$ cat src/rtl/hex_line_receiver.sv
// Line-oriented ASCII hex receiver: accumulates hex digits strobed from a UART
// and commits the value on CR/LF, with backspace, escape and error handling.
module hex_line_receiver #(
    parameter int MAX_DIGITS = 8
) (
    input  logic        i_Clk,
    input  logic        i_Rst_n,
    input  logic [7:0]  i_rx_data,
    input  logic        i_rx_end,
    output logic [31:0] o_accum,
    output logic [31:0] o_value,
    output logic        o_value_valid,
    output logic [3:0]  o_digit_count,
    output logic [7:0]  o_line_count,
    output logic        o_error
);

    localparam logic [3:0] MAX_D = 4'(MAX_DIGITS);

    localparam logic [7:0] CH_CR  = 8'h0D;
    localparam logic [7:0] CH_LF  = 8'h0A;
    localparam logic [7:0] CH_SP  = 8'h20;
    localparam logic [7:0] CH_BS  = 8'h08;
    localparam logic [7:0] CH_ESC = 8'h1B;

    typedef enum logic [1:0] {
        IDLE    = 2'd0,
        ACCUM   = 2'd1,
        DISCARD = 2'd2
    } state_t;

    state_t      state_q, state_d;
    logic [31:0] accum_q, accum_d;
    logic [31:0] value_q, value_d;
    logic        valid_q, valid_d;
    logic [3:0]  count_q, count_d;
    logic [7:0]  lines_q, lines_d;
    logic        err_q,   err_d;

    // Returns {is_hex, nibble} for an ASCII byte.
    function automatic logic [4:0] hex_decode(input logic [7:0] c);
        logic [4:0] r;
        r = 5'd0;
        if (c >= 8'h30 && c <= 8'h39) begin
            r = {1'b1, c[3:0]};
        end else if ((c >= 8'h41 && c <= 8'h46) || (c >= 8'h61 && c <= 8'h66)) begin
            r = {1'b1, c[3:0] + 4'd9};
        end
        return r;
    endfunction

    logic [4:0] dec;
    logic       is_hex;
    logic [3:0] nibble;
    logic       is_term;

    assign dec     = hex_decode(i_rx_data);
    assign is_hex  = dec[4];
    assign nibble  = dec[3:0];
    assign is_term = (i_rx_data == CH_CR) || (i_rx_data == CH_LF);

    always_comb begin
        state_d = state_q;
        accum_d = accum_q;
        value_d = value_q;
        valid_d = 1'b0;
        count_d = count_q;
        lines_d = lines_q;
        err_d   = err_q;

        if (i_rx_end) begin
            if (i_rx_data == CH_ESC) begin
                accum_d = 32'd0;
                count_d = 4'd0;
                err_d   = 1'b0;
                state_d = IDLE;
            end else begin
                case (state_q)
                    IDLE, ACCUM: begin
                        if (is_hex) begin
                            if (count_q == MAX_D) begin
                                accum_d = 32'd0;
                                count_d = 4'd0;
                                err_d   = 1'b1;
                                state_d = DISCARD;
                            end else begin
                                accum_d = {accum_q[27:0], nibble};
                                count_d = count_q + 4'd1;
                                state_d = ACCUM;
                            end
                        end else if (is_term) begin
                            // Empty lines (and the LF of CR LF) arrive in IDLE and are dropped.
                            if (state_q == ACCUM) begin
                                value_d = accum_q;
                                valid_d = 1'b1;
                                lines_d = lines_q + 8'd1;
                                err_d   = 1'b0;
                                accum_d = 32'd0;
                                count_d = 4'd0;
                                state_d = IDLE;
                            end
                        end else if (i_rx_data == CH_SP && state_q == IDLE) begin
                            state_d = IDLE;
                        end else if (i_rx_data == CH_BS) begin
                            if (state_q == ACCUM) begin
                                accum_d = accum_q >> 4;
                                count_d = count_q - 4'd1;
                                if (count_q == 4'd1) begin
                                    state_d = IDLE;
                                end
                            end
                        end else begin
                            accum_d = 32'd0;
                            count_d = 4'd0;
                            err_d   = 1'b1;
                            state_d = DISCARD;
                        end
                    end
                    DISCARD: begin
                        if (is_term) begin
                            state_d = IDLE;
                        end
                    end
                    default: begin
                        state_d = IDLE;
                    end
                endcase
            end
        end
    end

    // Reset wins over a coincident strobe, so a partial line is never committed.
    always_ff @(posedge i_Clk) begin
        if (!i_Rst_n) begin
            state_q <= IDLE;
            accum_q <= 32'd0;
            value_q <= 32'd0;
            valid_q <= 1'b0;
            count_q <= 4'd0;
            lines_q <= 8'd0;
            err_q   <= 1'b0;
        end else begin
            state_q <= state_d;
            accum_q <= accum_d;
            value_q <= value_d;
            valid_q <= valid_d;
            count_q <= count_d;
            lines_q <= lines_d;
            err_q   <= err_d;
        end
    end

    assign o_accum       = accum_q;
    assign o_value       = value_q;
    assign o_value_valid = valid_q;
    assign o_digit_count = count_q;
    assign o_line_count  = lines_q;
    assign o_error       = err_q;

endmodule
$ cat config.mk
export PLATFORM = sky130hd
export DESIGN_NAME = hex_line_receiver
export DESIGN_NICKNAME = d
export VERILOG_FILES = /design/src/rtl/hex_line_receiver.sv
export SDC_FILE = /design/constraint.sdc
export NUM_CORES = 1
export LEC_CHECK = 0
export BUFFER_PORTS_ARGS = -buffer_cell sky130_fd_sc_hd__buf_2
export CAP_MARGIN = 10
export CORE_UTILIZATION = 30
export CTS_CLUSTER_DIAMETER = 100
export DETAILED_ROUTE_END_ITERATION = 12
export GPL_TIMING_DRIVEN = 0
export HOLD_SLACK_MARGIN = 0.05
export PLACE_DENSITY = 0.59
export SKIP_LAST_GASP = 1
export SLEW_MARGIN = 20
export SYNTH_ARGS = -nofsm -noshare
export SYNTH_HDL_FRONTEND = slang
export SYNTH_SLANG_ARGS = --single-unit
$ cat constraint.sdc
create_clock -name i_Clk -period 2.02 [get_ports i_Clk]
set_input_delay 0.202 -clock i_Clk [delete_from_list [all_inputs] [get_ports i_Clk]]
set_output_delay 0.202 -clock i_Clk [all_outputs]
set_load 0.03 [all_outputs]
==> flow_summary.ini, run 1 <==
[setup_path]
worstPathCellList = nor4_1 > a31oi_1 > o311a_1 > clkbuf_4 > clkbuf_4 > o211a_1
crit_family = compound AO/OA/AOI/OAI gates
cp.required_ns = 2.26
cp_data_arrival_time_ns = 2.16
cp_slowest_stage_delay_ns = 0.39
endpoint = o_digit_count[1]$_SDFFE_PN0P_
cp_num_cells = 6
rr_worst_depth = 6
crit_fanout = 10
cpMostUsedCell = clkbuf_4
end_kind = flip-flop
slowest_stage = nor4_1
critPathBufInv = 2
startpoint_type = flip-flop
criticalPathCategory = reg2reg
r2r_setup_slack_ns = 0.1
cp-startpoint = state_q[0]$_SDFFE_PN0P_
r2r_start = state_q[0]$_SDFFE_PN0P_
r2r_end = o_digit_count[1]$_SDFFE_PN0P_

[die]
die_x_um = 111
die_h_um = 111
core_area_sq_um = 11500
rows = 39
dieArea_sq_um = 12300
io_pins = 89
initial_core_util = 0.310

[routing]
wl_per_cell_um = 15.7
wl_mm = 10.5
drc = 0
drtIter0Drc = 270
firstDrtPassIters = 4
ant_nets = 0
vias = 3488
vias_per_cell = 5.22

[timing]
tightest_slew_ns = 0.695
rsz0062_at_grt = yes
tns_ns = 0
post-route-period-util = 0.951
relSlewSlack = 0.537
min_period_ns = 1.92
finalWorstSetupSlack_ns = 0.0989
whs_ns = 0.248
skew_ns = 0.0114
drv_slew = 0
fmax_ghz = 0.521
setup_violations = 0
finalHoldViolCount = 0

[clock_network]
worst_skew_pair.late_latency_ns = 0.34
cts_tree = built
cts_buffers = 9
clk_pin_slew_ns = 0.06
cts_num_sinks = 80
clockBufferDepth = 2
htreeDepth = 3
clk_root_buffer_cell = clkbuf_16

[layout]
drive_above_1_share = 0.250
area_growth_pct = 27.3
final_nets = 541
layout_common_cells = 90 x buf_2, 81 x nand2_1, 80 x dfxtp_1
mostFrequentLayoutCell = buf_2
finalNonFillerCells = 668
diodes = 0

[grt]
antenna_found_initial = 0
grt_overflow = 0
grt_usage = 0.174
grt_first_pass_wirelength_mm = 17.4
grt_max_degree = 14
grt_pass1_vias = 3321

[synth]
async_reset_ff_frac = 0
synth_cell_types = 57
synthesis.area_sq_um = 3560
yosysSeqAreaShare = 0.450
ys_ff_latch = 80
ys_warn_count = 0
synth.net_count = 442
synth_flop_cell = dfxtp_1
synth.avg_cell_area_sq_um = 8.43
synthCells = 422
synth-edff-count = 0

[place]
io_buffers = 87
dp_hpwl_mm = 7.58
dpl_worst_slack_ns = -0.335
place_inst = 652
gp_congestion = 0.834

[status]
outcome = finished clean

[power_and_ir_drop]
power_density_nw_per_um2 = 873
leakage_nw = 1.86
p_total_mw = 3.95
vdd_drop_max_v = 0.000432

[min_path]
hp-class = in2reg

[run]
cap_viol_max_count = 0
## cell type report
type	count	area, sq um
clock inverter	5	81.3
multi-input combinational	303	1790
tap	143	179
buffer	31	169
clock buffer	10	239
inverter	8	30.0
sequential	80	1600
timing repair buffer	88	443
fill	1159	6940
## worst min-delay path by stage
stage / slack, ns / endpoint / depth (start not counted) / start
finish: 0.25 / o_value_valid$_SDFF_PP0_ / 4 / i_rx_data[6]
global route: 0.27 / state_q[0]$_SDFFE_PN0P_ / 3 / i_rx_end
CTS: 0.24 / state_q[1]$_SDFFE_PN0P_ / 3 / i_rx_end
detailed placement: 0.44 / o_value[30]$_SDFFE_PN0P_ / 2 / o_value[30]$_SDFFE_PN0P_
global placement: 0.43 / o_value[10]$_SDFFE_PN0P_ / 2 / o_value[10]$_SDFFE_PN0P_
floorplan: 0.40 / o_value_valid$_SDFF_PP0_ / 3 / i_rx_data[6]
## sequential cells by signal, summed over array words and instances (netlist names)
name / flops
o_line_count: 8
state_q: 2
o_error: 1
o_accum: 32
o_digit_count: 4
o_value: 32
o_value_valid: 1
## cells in the mapped netlist (all sizes together), types with 2 or more instances
library cell | number | area share
nand2 | 81 | 0.085
dfxtp | 80 | 0.45
a21oi | 43 | 0.065
nor2 | 37 | 0.039
o21ai | 33 | 0.046
a221oi | 26 | 0.064
clkbuf | 20 | 0.021
buf | 11 | 0.021
ha | 9 | 0.032
inv | 8 | 0.0084
nand3 | 7 | 0.015
nor3 | 6 | 0.0084
xnor2 | 5 | 0.012
nand2b | 4 | 0.0070
nand4 | 4 | 0.0070
xor2 | 4 | 0.0098
nor4 | 3 | 0.0053
a22o | 2 | 0.0049
a31o | 2 | 0.0049
a32o | 2 | 0.0056
nor3b | 2 | 0.0042
nor4bb | 2 | 0.0056
o211ai | 2 | 0.0042
o311ai | 2 | 0.0070
o31ai | 2 | 0.0042
## metal layers
metal,vias up,wire [um],part of all wire,track usage
met1,1662,4970,0.47,0.233
met3,10,595,0.057,0.0366
li1,1710,-,-,-
met2,106,4810,0.46,0.287
met4,0,113,0.011,0.0373
met5,-,0,0,0
## worst min-delay path: stages
cell     delay, ns
buf_2         0.12
nor3_1        0.08
nand3_1       0.09
nor3_1        0.04
## stage by stage
stage / util / cell area, sq um
3_5_place_dp: 0.364 / 4170
2_1_floorplan: - / 3560
6_report: 0.395 / 4530
3_3_place_gp: 0.364 / 4170
5_1_grt: 0.395 / 4530
4_1_cts: 0.393 / 4510
## cells by family (layout without fill, tap and decap cells)
family,Yosys count,in the layout,share of synthesized area
DFF,80,80,0.450
adders and majority gates,9,9,0.0317
buffers and inverters,39,142,0.0510
AOI/OAI and AO/OA,128,128,0.242
xor gates and xnor gates,9,9,0.0222
muxes,1,1,0.00317
and+or+nand+nor,156,156,0.200
## timing repair
| item | in CTS | in global routing |
|---|---|---|
| pin swaps | 1 | 1 |
| setup endpoints to repair | 11 | 44 |
| buffers inserted | 1 | 0 |
| hold buffers | 0 | 0 |
| endpoints found under the hold margin | 0 | 0 |
| resized for setup | 4 | 12 |
## power breakdown
| part | leakage (nW) | internal [mW] | switching (mW) |
|---|---|---|---|
| clock network | 0.155 | 1.11 | 0.636 |
| registers | 0.650 | 1.64 | 0.0944 |
| logic | 1.05 | 0.155 | 0.323 |
(Power assumes the default switching activity.)
==> run 2, diff against run 1 <==
ABC_AREA = 1   (was unset)
==> run 2 against run 1 <==
Net effect:
- cell count is 25% higher
- via count is 13% higher
- core utilization is 1.4 points lower
- sequential cell count unchanged
- total power decreased by 4.6%
- count of clock-buffer cells in the layout rose by 2
- setup slack improved by 0.035 ns
- synthesized cell count up 32%
- global-route usage grew 0.28 points
- clock power is 13% lower
- sequential power fell by 3%
- cell area increased by 5.8%
==> flow_summary.ini, run 2 <==
[synth]
synthCells = 557
yosysSeqAreaShare = 0.415
ys_top_cells_by_count = 125 x nand2_1, 84 x nor2_1, 80 x dfxtp_1
yosysMostFrequentCell = nand2_1
yosys.area.top_type = dfxtp_1
synth.net_count = 577
synth_cell_types = 31
async_reset_ff_frac = 0
synth_area_leaders = dfxtp_1 42%, nand2_1 12%, nor2_1 8.2%
synthesis.area_sq_um = 3860
synth.avg_cell_area_sq_um = 6.93
synth-edff-count = 0
ys_warn_count = 0
ys_ff_latch = 80
netlist.area_leader.share = 0.415
synth_flop_cell = dfxtp_1

[routing]
routed.top_layer = met4
ant_nets = 0
wl_mm = 11.4
wl_met1_mm = 5.29
firstDrtPassIters = 5
vias_per_cell = 4.75
wl_per_cell_um = 13.7
met2WireLength_mm = 5.22
drtIter0Drc = 296
vias = 3958
drc = 0
wl_met3_um = 670

[setup_path]
cp.required_ns = 2.25
cp_num_cells = 8
cp_data_arrival_time_ns = 2.12
slowest_stage = buf_1
endpoint = o_accum[17]$_SDFFE_PN0P_
cp-startpoint = o_digit_count[0]$_SDFFE_PN0P_
worstPathCellList = inv_1 > ha_1 > nand3_1 > nand2_1 > buf_1 > o22ai_1 > nor2_1 > nor2_1
r2r_start = o_digit_count[0]$_SDFFE_PN0P_
critPathBufInv = 2
end_kind = flip-flop
crit_family = simple AND/OR/NAND/NOR gates
startpoint_type = flip-flop
cpMostUsedCell = nor2_1
rr_worst_depth = 8
r2r_end = o_accum[17]$_SDFFE_PN0P_
crit_fanout = 10
r2r_setup_slack_ns = 0.13
cp_slowest_stage_delay_ns = 0.39
criticalPathCategory = reg2reg

[clock_network]
clk_root_buffer_cell = clkbuf_16
htreeDepth = 3
cts_buffers = 9
post_cts_buffers = 0
clockBufferDepth = 2
cts_num_sinks = 80
cts_tree = built
worst_skew_pair.late_latency_ns = 0.34
cts_resized = 0
postCtsHoldBufs = 0
clk_pin_slew_ns = 0.06

[place]
gp_congestion = 0.855
place_area_sq_um = 4510
io_buffers = 88
dp_hpwl_mm = 8.48
dpl_worst_slack_ns = -0.0317

[timing]
rsz0062_at_grt = no
tightest_slew_ns = 0.534
post-route-period-util = 0.934
finalHoldViolCount = 0
skew_ns = 0.00477
min_period_ns = 1.89
finalWorstSetupSlack_ns = 0.134
relSlewSlack = 0.644
setup_violations = 0
fmax_ghz = 0.530
drv_slew = 0

[min_path]
hp-class = in2reg

[power_and_ir_drop]
leakage_nw = 2.38
power_density_nw_per_um2 = 787
p_total_mw = 3.77
vdd_drop_max_v = 0.000494

[die]
core_area_sq_um = 12600
initial_core_util = 0.307
die_h_um = 115
rows = 41
dieArea_sq_um = 13300
die_x_um = 115
io_pins = 89

[layout]
mostFrequentLayoutCell = nand2_1
final_nets = 676
fin_area_sq_um = 4790
area_growth_pct = 24.2
final_util = 0.381
diodes = 0
drive_above_1_share = 0.215
layout_common_cells = 125 x nand2_1, 95 x buf_2, 84 x nor2_1

[grt]
grt_first_pass_wirelength_mm = 18.1
grt_pass1_vias = 3710
grt_max_degree = 14
grt_overflow = 0
grt_usage = 0.177
antenna_found_initial = 0

[run]
cap_viol_max_count = 0

[status]
outcome = finished clean
==> run 2: changes by cell type in the layout (fill, tap and decap cells not counted), moves of 17 or more <==
cell      previous run  this run
nor2_1              37        84
a221oi_1            26         0
o22ai_1              0        26
nand3_1              3        20
inv_1                8        59
nand2_1             81       125
==> run 2: worst min-delay path by stage <==
stage                             start  slack [ns]  depth (start not counted)                            to
5_1_grt                        i_rx_end        0.21                          3      o_value_valid$_SDFF_PP0_
3_3_place_gp    o_accum[1]$_SDFFE_PN0P_        0.48                          2       o_accum[1]$_SDFFE_PN0P_
3_5_place_dp   o_accum[29]$_SDFFE_PN0P_        0.48                          2      o_accum[29]$_SDFFE_PN0P_
2_1_floorplan                   i_Rst_n        0.36                          2  o_line_count[4]$_SDFFE_PN0P_
4_1_cts                        i_rx_end        0.21                          3      o_value_valid$_SDFF_PP0_
6_report                       i_rx_end        0.22                          3      o_value_valid$_SDFF_PP0_
==> run 2: logic make-up after synthesis <==
| group | share of synthesized area |
|---|---|
| AND/OR/NAND/NOR | 0.279 |
| AO/OA/AOI/OAI | 0.159 |
| buffers and inverters | 0.107 |
| flip-flops | 0.415 |
| adder cells (fa/ha/maj) | 0.0292 |
| XOR/XNOR | 0.0114 |
==> run 2: tightest hold or removal path: cells and delay by family <==
kind,cells,cell delay [ns]
simple gates,2,0.17
buf+inv,1,0.14
==> run 2: layout make-up <==
| cell class | count | area [sq um] |
|---|---|---|
| fill | 1361 | 7780 |
| multi-input combinational | 384 | 1850 |
| sequential | 80 | 1600 |
| timing repair buffer | 88 | 440 |
| clock buffer | 12 | 246 |
| inverter | 65 | 244 |
| tap | 172 | 215 |
| buffer | 28 | 168 |
| clock inverter | 4 | 30.0 |
==> run 2: where the power goes <==
| group | switching, mW | leakage [nW] | internal, mW |
|---|---|---|---|
| registers | 0.0437 | 0.651 | 1.64 |
| clock network | 0.639 | 0.133 | 0.868 |
| logic | 0.412 | 1.60 | 0.172 |
==> run 2: metrics by stage <==
step | setup TNS, ns | hold slack, ns | cells
6_report | 0 | 0.215 | 833
5_1_grt | 0 | 0.214 | 833
4_1_cts | 0 | 0.206 | 833
3_5_place_dp | -0.248 | 0.483 | 817
3_3_place_gp | -0.0805 | 0.476 | 817
2_1_floorplan | 0 | 0.360 | 557
==> run 2: routing by layer <==
layer,track usage,vias up
met5,0,-
met4,0.0597,0
met3,0.0418,20
met2,0.291,132
met1,0.227,1827
li1,-,1979
==> run 3, diff against run 2 <==
BUFFER_PORTS_ARGS = unset   (was -buffer_cell sky130_fd_sc_hd__buf_2)
DONT_BUFFER_PORTS = 1   (was unset)
PLACE_DENSITY = 0.53   (was 0.59)
SLEW_MARGIN = 10   (was 20)
==> run 3 against run 2 <==
Net effect:
- sequential cell count stayed put
- count of clock-buffer cells in the layout shrank 1
- clock skew rose by 0.0039 ns
- first-iteration DRC count is 15% lower
- largest power group unchanged
- critical path depth unchanged
- via count fell by 9.1%
==> flow_summary.ini, run 3 (synthesis gave the netlist of run 2 again) <==
[clock_network]
clk_root_buffer_cell = clkbuf_16
cts_num_sinks = 80
htreeDepth = 3
worst_skew_pair.late_latency_ns = 0.34
cts_buffers = 9
post_cts_buffers = 0
clk_pin_slew_ns = 0.06
cts_tree = built
clockBufferDepth = 2

[power_and_ir_drop]
leakage_nw = 1.96
swShare = 0.275
p_int_mw = 2.89
vdd_drop_max_v = 0.000458
switchingPower_mw = 1.10
p_comb_frac = 0.102
clock_power_share = 0.447
power_density_nw_per_um2 = 901
seq_power_share = 0.451

[place]
dp_hpwl_mm = 8.45
io_buffers = 0
gp_congestion = 0.788
place_area_sq_um = 4070

[routing]
wl_per_cell_um = 15.3
wl_met3_um = 994
firstDrtPassIters = 4
drc = 0
vias_per_cell = 4.82
vias = 3597
ant_nets = 0
drtIter0Drc = 252
wl_met1_mm = 5.08
met2WireLength_mm = 5.27
routed.top_layer = met4
wl_mm = 11.5

[timing]
tightest_slew_ns = 0.538
min_period_ns = 1.85
skew_ns = 0.00864
drv_slew = 0
post-route-period-util = 0.917
fmax_ghz = 0.540
setup_violations = 0
finalHoldViolCount = 0
relSlewSlack = 0.641
rsz0062_at_grt = no

[min_path]
hp-class = in2reg
min-delay-start = i_rx_end
min_delay_path_depth = 3
min_to = state_q[1]$_SDFFE_PN0P_

[die]
dieArea_sq_um = 13300
rows = 41
die_h_um = 115
io_pins = 89
core_area_sq_um = 12600
die_x_um = 115
initial_core_util = 0.307

[layout]
mostFrequentLayoutCell = nand2_1
layout_common_cells = 125 x nand2_1, 84 x nor2_1, 78 x dfxtp_1
drive_above_1_share = 0.101
final_util = 0.352
fin_area_sq_um = 4420
diodes = 0
area_growth_pct = 14.5
final_nets = 590

[setup_path]
worstPathCellList = inv_1 > ha_1 > nand3_1 > nand2_1 > buf_2 > inv_1 > a21oi_1 > nor2_1
crit_fanout = 10
cp.required_ns = 2.25
startpoint_type = flip-flop
r2r_end = o_accum[31]$_SDFFE_PN0P_
end_kind = flip-flop
cp_slowest_stage_delay_ns = 0.41
r2r_setup_slack_ns = 0.17
slowest_stage = dfxtp_2
criticalPathCategory = reg2reg
r2r_start = o_digit_count[0]$_SDFFE_PN0P_
cp_data_arrival_time_ns = 2.08
rr_worst_depth = 8
cpMostUsedCell = inv_1

[run]
cap_viol_max_count = 0

[grt]
grt_first_pass_wirelength_mm = 18.0
grt_max_degree = 14
grt_usage = 0.178
grt_pass1_vias = 3374
antenna_found_initial = 0
grt_overflow = 0

[status]
outcome = finished clean
-- run 3: cell types whose count changed in the layout (fill, tap and decap cells not counted), moves of 2 or more --
cell,change
dfxtp_1,-2
bufinv_16,+2
clkinv_4,-2
dfxtp_2,+2
dlygate4sd3_1,+2
buf_2,-88
-- run 3: critical path, delay by kind of cell, from the launching register on --
kind | cells | cell delay (ns)
compound gates | 1 | 0.18
flops | 1 | 0.41
buf+inv | 3 | 0.52
fa+ha+maj | 1 | 0.20
simple gates | 3 | 0.43
-- run 3: through the flow --
step                std cells  power, mW  setup TNS, ns  setup slack [ns]  hold WS, ns
floorplan                 557       2.11              0             0.340        0.360
global placement          729       2.22        -0.0222           -0.0113        0.378
detailed placement        729       2.23         -0.137           -0.0323        0.387
CTS                       747       4.01              0            0.0517       0.0525
global route              747       4.14              0            0.0194       0.0784
finish                    747       3.98              0             0.168       0.0575
-- run 3: worst max path at each step --
stage / startpoint / endpoint / slack (ns) / cells past startpoint
final: o_digit_count[0]$_SDFFE_PN0P_ / o_accum[31]$_SDFFE_PN0P_ / 0.17 / 8
after global routing: o_digit_count[0]$_SDFFE_PN0P_ / o_accum[29]$_SDFFE_PN0P_ / 0.02 / 8
after CTS: o_digit_count[1]$_SDFFE_PN0P_ / o_accum[29]$_SDFFE_PN0P_ / 0.05 / 8
after detailed placement: o_digit_count[0]$_SDFFE_PN0P_ / o_accum[14]$_SDFFE_PN0P_ / -0.03 / 8
after global placement: o_digit_count[0]$_SDFFE_PN0P_ / o_accum[14]$_SDFFE_PN0P_ / -0.01 / 8
after floorplan: o_digit_count[0]$_SDFFE_PN0P_ / o_accum[16]$_SDFFE_PN0P_ / 0.34 / 8
-- run 3: layout make-up --
class	count	area, sq um
timing repair buffer	2	20.0
inverter	65	244
tap	172	215
buffer	28	169
multi-input combinational	384	1850
clock buffer	11	243
sequential	80	1600
fill	1320	8150
clock inverter	5	78.8
-- run 3: power by group through the flow --
| stage | registers, mW | clock network [mW] | logic (mW) |
|---|---|---|---|
| after global placement | 1.83 | 0 | 0.393 |
| after detailed placement | 1.83 | 0 | 0.401 |
| after global routing | 1.80 | 1.88 | 0.462 |
| after CTS | 1.80 | 1.81 | 0.408 |
| after floorplan | 1.81 | 0 | 0.305 |
| final | 1.79 | 1.78 | 0.407 |
-- run 3: routing by layer --
| metal | GRT usage | up-vias |
|---|---|---|
| met4 | 0.0494 | 0 |
| met3 | 0.0675 | 8 |
| met5 | 0 | - |
| li1 | - | 1812 |
| met2 | 0.293 | 93 |
| met1 | 0.217 | 1684 |
-- run 3: what timing repair did --
item | CTS | global route
endpoints found under the hold margin | 2 | 0
hold buffers | 2 | 0
gates cloned | 0 | 0
setup endpoints to repair | 11 | 30
gates resized for setup | 2 | 1
